## src/rtl/vga_timing_fetch.sv

```systemverilog
// VGA raster timing with framebuffer fetch. Read requests come straight from the
// raster counters; syncs, de and RGB leave together RD_LAT+1 clocks later.
module vga_timing_fetch #(
   parameter int   H_ACTIVE = 640,
   parameter int   H_FP     = 16,
   parameter int   H_SYNC   = 96,
   parameter int   H_BP     = 48,
   parameter int   V_ACTIVE = 480,
   parameter int   V_FP     = 10,
   parameter int   V_SYNC   = 2,
   parameter int   V_BP     = 33,
   parameter logic HS_POL   = 1'b1,
   parameter logic VS_POL   = 1'b1,
   parameter int   RD_LAT   = 1
) (
   input  logic        clk,
   input  logic        rst,
   input  logic        en,
   output logic        fb_rd_en,
   output logic [15:0] fb_x,
   output logic [15:0] fb_y,
   input  logic [23:0] fb_rdata,
   output logic        hs_o,
   output logic        vs_o,
   output logic        de_o,
   output logic [7:0]  r_o,
   output logic [7:0]  g_o,
   output logic [7:0]  b_o,
   output logic        frame_start_o,
   output logic [15:0] frame_cnt_o
);
   localparam logic [15:0] H_ACT  = 16'(H_ACTIVE);
   localparam logic [15:0] HS_BEG = 16'(H_ACTIVE + H_FP);
   localparam logic [15:0] HS_END = 16'(H_ACTIVE + H_FP + H_SYNC);
   localparam logic [15:0] H_LAST = 16'(H_ACTIVE + H_FP + H_SYNC + H_BP - 1);
   localparam logic [15:0] V_ACT  = 16'(V_ACTIVE);
   localparam logic [15:0] VS_BEG = 16'(V_ACTIVE + V_FP);
   localparam logic [15:0] VS_END = 16'(V_ACTIVE + V_FP + V_SYNC);
   localparam logic [15:0] V_LAST = 16'(V_ACTIVE + V_FP + V_SYNC + V_BP - 1);

   typedef struct packed {
      logic fs;
      logic vs;
      logic hs;
      logic de;
   } ctl_t;

   logic [15:0] h_cnt_q, h_cnt_d;
   logic [15:0] v_cnt_q, v_cnt_d;
   logic [15:0] frame_cnt_q, frame_cnt_d;
   ctl_t        pipe_q [RD_LAT];
   ctl_t        pipe_d [RD_LAT];
   ctl_t        stage0_s;
   ctl_t        tail_s;
   logic        h_wrap_s;
   logic        v_wrap_s;
   logic        hs_q, hs_d;
   logic        vs_q, vs_d;
   logic        de_q, de_d;
   logic        fs_q, fs_d;
   logic [23:0] rgb_q, rgb_d;

   // Stage-0 decode (forced idle while disabled), raster advance and frame count
   always_comb begin
      h_wrap_s    = (h_cnt_q == H_LAST);
      v_wrap_s    = (v_cnt_q == V_LAST);
      stage0_s.de = en && (h_cnt_q < H_ACT) && (v_cnt_q < V_ACT);
      stage0_s.hs = en && (h_cnt_q >= HS_BEG) && (h_cnt_q < HS_END);
      stage0_s.vs = en && (v_cnt_q >= VS_BEG) && (v_cnt_q < VS_END);
      stage0_s.fs = en && (h_cnt_q == 16'd0) && (v_cnt_q == 16'd0);
      h_cnt_d     = 16'd0;
      v_cnt_d     = 16'd0;
      frame_cnt_d = frame_cnt_q;
      if (en) begin
         if (h_wrap_s) begin
            h_cnt_d = 16'd0;
            if (v_wrap_s) begin
               v_cnt_d     = 16'd0;
               frame_cnt_d = frame_cnt_q + 16'd1;
            end else begin
               v_cnt_d = v_cnt_q + 16'd1;
            end
         end else begin
            h_cnt_d = h_cnt_q + 16'd1;
            v_cnt_d = v_cnt_q;
         end
      end else begin
         h_cnt_d = 16'd0;
         v_cnt_d = 16'd0;
      end
   end

   // Control delay line matching the framebuffer latency, then output stage load
   always_comb begin
      pipe_d[0] = stage0_s;
      for (int i = 1; i < RD_LAT; i++) begin
         pipe_d[i] = pipe_q[i-1];
      end
      tail_s = pipe_q[RD_LAT-1];
      de_d   = tail_s.de;
      fs_d   = tail_s.fs;
      hs_d   = tail_s.hs ? HS_POL : ~HS_POL;
      vs_d   = tail_s.vs ? VS_POL : ~VS_POL;
      rgb_d  = tail_s.de ? fb_rdata : 24'd0;
   end

   // State registers; reset also flushes anything still in flight
   always_ff @(posedge clk) begin
      if (rst) begin
         h_cnt_q     <= 16'd0;
         v_cnt_q     <= 16'd0;
         frame_cnt_q <= 16'd0;
         for (int i = 0; i < RD_LAT; i++) begin
            pipe_q[i] <= '0;
         end
         hs_q  <= ~HS_POL;
         vs_q  <= ~VS_POL;
         de_q  <= 1'b0;
         fs_q  <= 1'b0;
         rgb_q <= 24'd0;
      end else begin
         h_cnt_q     <= h_cnt_d;
         v_cnt_q     <= v_cnt_d;
         frame_cnt_q <= frame_cnt_d;
         pipe_q      <= pipe_d;
         hs_q        <= hs_d;
         vs_q        <= vs_d;
         de_q        <= de_d;
         fs_q        <= fs_d;
         rgb_q       <= rgb_d;
      end
   end

   assign fb_rd_en      = stage0_s.de & ~rst;
   assign fb_x          = h_cnt_q;
   assign fb_y          = v_cnt_q;
   assign hs_o          = hs_q;
   assign vs_o          = vs_q;
   assign de_o          = de_q;
   assign frame_start_o = fs_q;
   assign r_o           = rgb_q[23:16];
   assign g_o           = rgb_q[15:8];
   assign b_o           = rgb_q[7:0];
   assign frame_cnt_o   = frame_cnt_q;
endmodule

```

## config.mk

```make
export PLATFORM = sky130hd
export DESIGN_NAME = vga_timing_fetch
export DESIGN_NICKNAME = d
export VERILOG_FILES = /design/src/rtl/vga_timing_fetch.sv
export SDC_FILE = /design/constraint.sdc
export NUM_CORES = 1
export LEC_CHECK = 0
export CORE_MARGIN = 1.5
export CORE_UTILIZATION = 41
export CTS_BUF_LIST = sky130_fd_sc_hd__clkbuf_2
export DETAILED_ROUTE_END_ITERATION = 10
export PLACE_DENSITY = 0.71
export SKIP_LAST_GASP = 1
export SLEW_MARGIN = 25
export SYNTH_ARGS = -nofsm -noshare
export SYNTH_HDL_FRONTEND = slang
export SYNTH_SLANG_ARGS = --single-unit
```

## constraint.sdc

```tcl
create_clock -name clk -period 3.6 [get_ports clk]
set_input_delay 0.72 -clock clk [delete_from_list [all_inputs] [get_ports clk]]
set_output_delay 0.72 -clock clk [all_outputs]
set_load 0.005 [all_outputs]
```

==> impl_metrics.env <==
export IMPL_status="completed"
export IMPL_grt_pass1_vias=2869
export IMPL_root_buffer="clkbuf_2"
export IMPL_end_kind="primary output"
export IMPL_critPathRequiredTime_ps=2880
export IMPL_area_delta_synth_final_pct=36.45
export IMPL_ys_warn_count=0
export IMPL_whs_ps=477.1
export IMPL_hold_path_class="reg2reg"
export IMPL_synthFlopType="dfxtp_1"
export IMPL_die_width_um=94.54
export IMPL_cap_violations=0
export IMPL_grt_setup_unrepaired="no"
export IMPL_cp_data_arrival_time_ps=2690
export IMPL_achievable_frequency_mhz=293.6
export IMPL_cts_sinks=80
export IMPL_num_antenna_cells=0
export IMPL_dpl_hpwl_um=5748
export IMPL_globalRouteTotalUtil=0.1902
export IMPL_dieArea_mm2=0.008938
export IMPL_finClkSkew_ps=30.23
export IMPL_dp_cells=563
export IMPL_synth_nets=407
export IMPL_drc=0
export IMPL_critPathMaxFanout=7
export IMPL_dr_pass1_iters=4
export IMPL_powerDensity_mw_per_mm2=332.0
export IMPL_swShare=0.2368
export IMPL_path_clk_slew_ps=250
export IMPL_grt_overflow_total=0
export IMPL_period_minus_slack_ps=3405
export IMPL_tightestPinTransition_ps=640.4
export IMPL_post_cts_buffers=0
export IMPL_antenna_found_initial=0
export IMPL_vias=3124
export IMPL_p_int_mw=1.188
export IMPL_wire_per_inst_um=14.29
export IMPL_yosysSeqAreaShare=0.4661
export IMPL_instances_no_fill=579
export IMPL_grt_pass1_wl_um=13460
export IMPL_clk_path_buf_depth=2
export IMPL_finalSetupViolations=0
export IMPL_ant_nets=0
export IMPL_syn_inst=375
export IMPL_syn_area_per_cell_um2=9.162
export IMPL_io_buffer_count=103
export IMPL_p_leak_nw=1.635
export IMPL_synth_edff_count=0
export IMPL_synth_cell_types=41
export IMPL_synthArstFlopShare=0
export IMPL_nets=501
export IMPL_drive_gt1_frac=0.06751
export IMPL_combPwrFrac=0.049
export IMPL_syn_cell_area_mm2=0.003436
export IMPL_finalPower_mw=1.557
export IMPL_totalNegativeSetupSlack_ps=0
export IMPL_critPathLaunchType="register"
export IMPL_cts_hold_buf=0
export IMPL_core_area_mm2=0.008175
export IMPL_hold_viol=0
export IMPL_via_per_inst=5.396
export IMPL_ir_drop_mv=0.1900
export IMPL_htree_levels=3
export IMPL_drv_slew=0
export IMPL_grt_max_degree=31
export IMPL_drtIter0Drc=156
export IMPL_min_period_over_period=0.9460
export IMPL_crit_type="reg2out"
export IMPL_insertion_delay_ps=540
export IMPL_maxSlewHeadroom=0.5721
export IMPL_gp_congestion=0.8253
export IMPL_start_util=0.4203
export IMPL_io_pins=104
export IMPL_ys_ff_latch=80
export IMPL_nFillCells=764
export IMPL_die_y_um=94.54
export IMPL_final_util=0.5735
export IMPL_numCtsBuffers=9
export IMPL_cts_tree="built"
export IMPL_totalWireLength_um=8276
export IMPL_clockPowerShare=0.371
export IMPL_power_switching_uw=368.6
export IMPL_p_seq_frac=0.580
export IMPL_core_rowCount=33
## layout by cell type, fill, tap and decap left out, types with 2 or more instances in the layout
cell type	instances
nand4_1	14
buf_4	4
dfxtp_1	80
or3_1	8
nor4_4	2
nand4_2	2
o21ba_2	2
or4_1	18
nor4_2	3
mux2_1	3
clkdlybuf4s50_1	103
nor3_1	6
and3_1	10
and2_1	27
a21oi_1	27
o21ai_0	8
and4_1	7
nor2b_1	8
nand3_1	16
bufinv_16	2
nor4_1	4
nor2_1	26
o31ai_1	17
clkbuf_2	9
xnor2_1	7
xor2_1	7
inv_6	4
nor4b_1	5
nand2_1	18
inv_1	9
ha_1	5
## flip-flops by register name, summed over array words and instances (netlist names)
name	cells
de_d	1
de_o	1
fb_x	16
fb_y	16
frame_cnt_o	16
frame_start_o	1
fs_d	1
hs_o	1
pipe_q	2
rgb_q	24
vs_o	1
## final timing paths
path                    end      start  cells past startpoint  slack (ps)
max                fb_rd_en   fb_y[10]                      5         190
min                    hs_o  pipe_q[1]                      1         480
max reg2reg  frame_cnt_o[9]    fb_x[0]                      5        1000
min reg2reg            hs_o  pipe_q[1]                      1         480
## layer usage
layer | track usage | vias up | share of wire
met2 | 0.2998 | 97 | 0.46
met5 | 0 | - | 0
met1 | 0.2514 | 1462 | 0.47
li1 | - | 1553 | -
met3 | 0.04348 | 12 | 0.059
met4 | 0.07587 | 0 | 0.015
## kinds of logic (layout without fill, tap and decap cells)
family          count (synthesis)  count (layout)  synth area share
simple gates                  181             181            0.3256
flops                          80              80            0.4661
compound gates                 58              58            0.1027
buf+inv                        33             132           0.03897
xor+xnor                       14              14           0.03569
fa+ha+maj                       5               5           0.01821
mux                             4               4           0.01275
## power by group through the flow
| stage | Combinational (mW) | Clock, mW | Sequential (mW) |
|---|---|---|---|
| 6_report | 0.0767 | 0.578 | 0.902 |
| 5_1_grt | 0.0841 | 0.637 | 0.905 |
| 4_1_cts | 0.0776 | 0.596 | 0.903 |
| 3_5_place_dp | 0.0769 | 0 | 0.919 |
| 3_3_place_gp | 0.0768 | 0 | 0.919 |
| 2_1_floorplan | 0.0216 | 0 | 0.920 |
## layout make-up
| type | instances | area (µm²) | share of cell area |
|---|---|---|---|
| Multi-Input combinational cell | 262 | 1715 | 0.3659 |
| Sequential cell | 80 | 1602 | 0.3416 |
| Timing Repair Buffer | 107 | 1061 | 0.2263 |
| Tap cell | 105 | 131.4 | 0.02802 |
| Clock inverter | 7 | 100.1 | 0.02135 |
| Clock buffer | 9 | 45.04 | 0.009608 |
| Inverter | 9 | 33.78 | 0.007206 |
## stage by stage
step	setup WS (ps)	instance area (µm²)
after floorplan	1396	3436
after global placement	554.9	4528
after detailed placement	559.9	4528
after CTS	104.6	4679
after global routing	1.779	4688
final	194.6	4688
## synthesized netlist by cell type (2+ instances only)
master    number  area [µm²]
nand4_2        2       25.02
xor2_1         7       61.31
o21ai_0        8       40.04
nor4b_1        5       43.79
nor2b_1        8       50.05
mux2_1         3       33.78
xnor2_1        7       61.31
and2_1        27       168.9
a21oi_1       27       135.1
and4_1         7       61.31
ha_1           5       62.56
nor4_2         3       37.54
or4_1         18       135.1
dfxtp_1       80        1602
nand2_1       18       67.56
inv_1          9       33.78
o31ai_1       17       127.6
and3_1        10       62.56
nand4_1       14       87.58
buf_2          8       40.04
nor2_1        26       97.59
nor3_1         6       30.03
nand3_1       16       80.08
clkbuf_1      13       48.80
o21ba_2        2       20.02
nor4_1         5       31.28
buf_1          3       11.26
or3_1          8       50.05
## critical path, stage by stage, from the launching register on
cell and delay (ps):
dfxtp_1 440, nor4_4 330, nand2_1 90, or4b_2 630
nor2_1 140, clkdlybuf4s50_1 520
## timing repair
| action | CTS | global route |
|---|---|---|
| cloned | 0 | 0 |
| pin swaps | 0 | 0 |
| gates resized for setup | 1 | 1 |
| setup endpoints to repair | 1 | 1 |
Power figures use the tool's default switching activity.
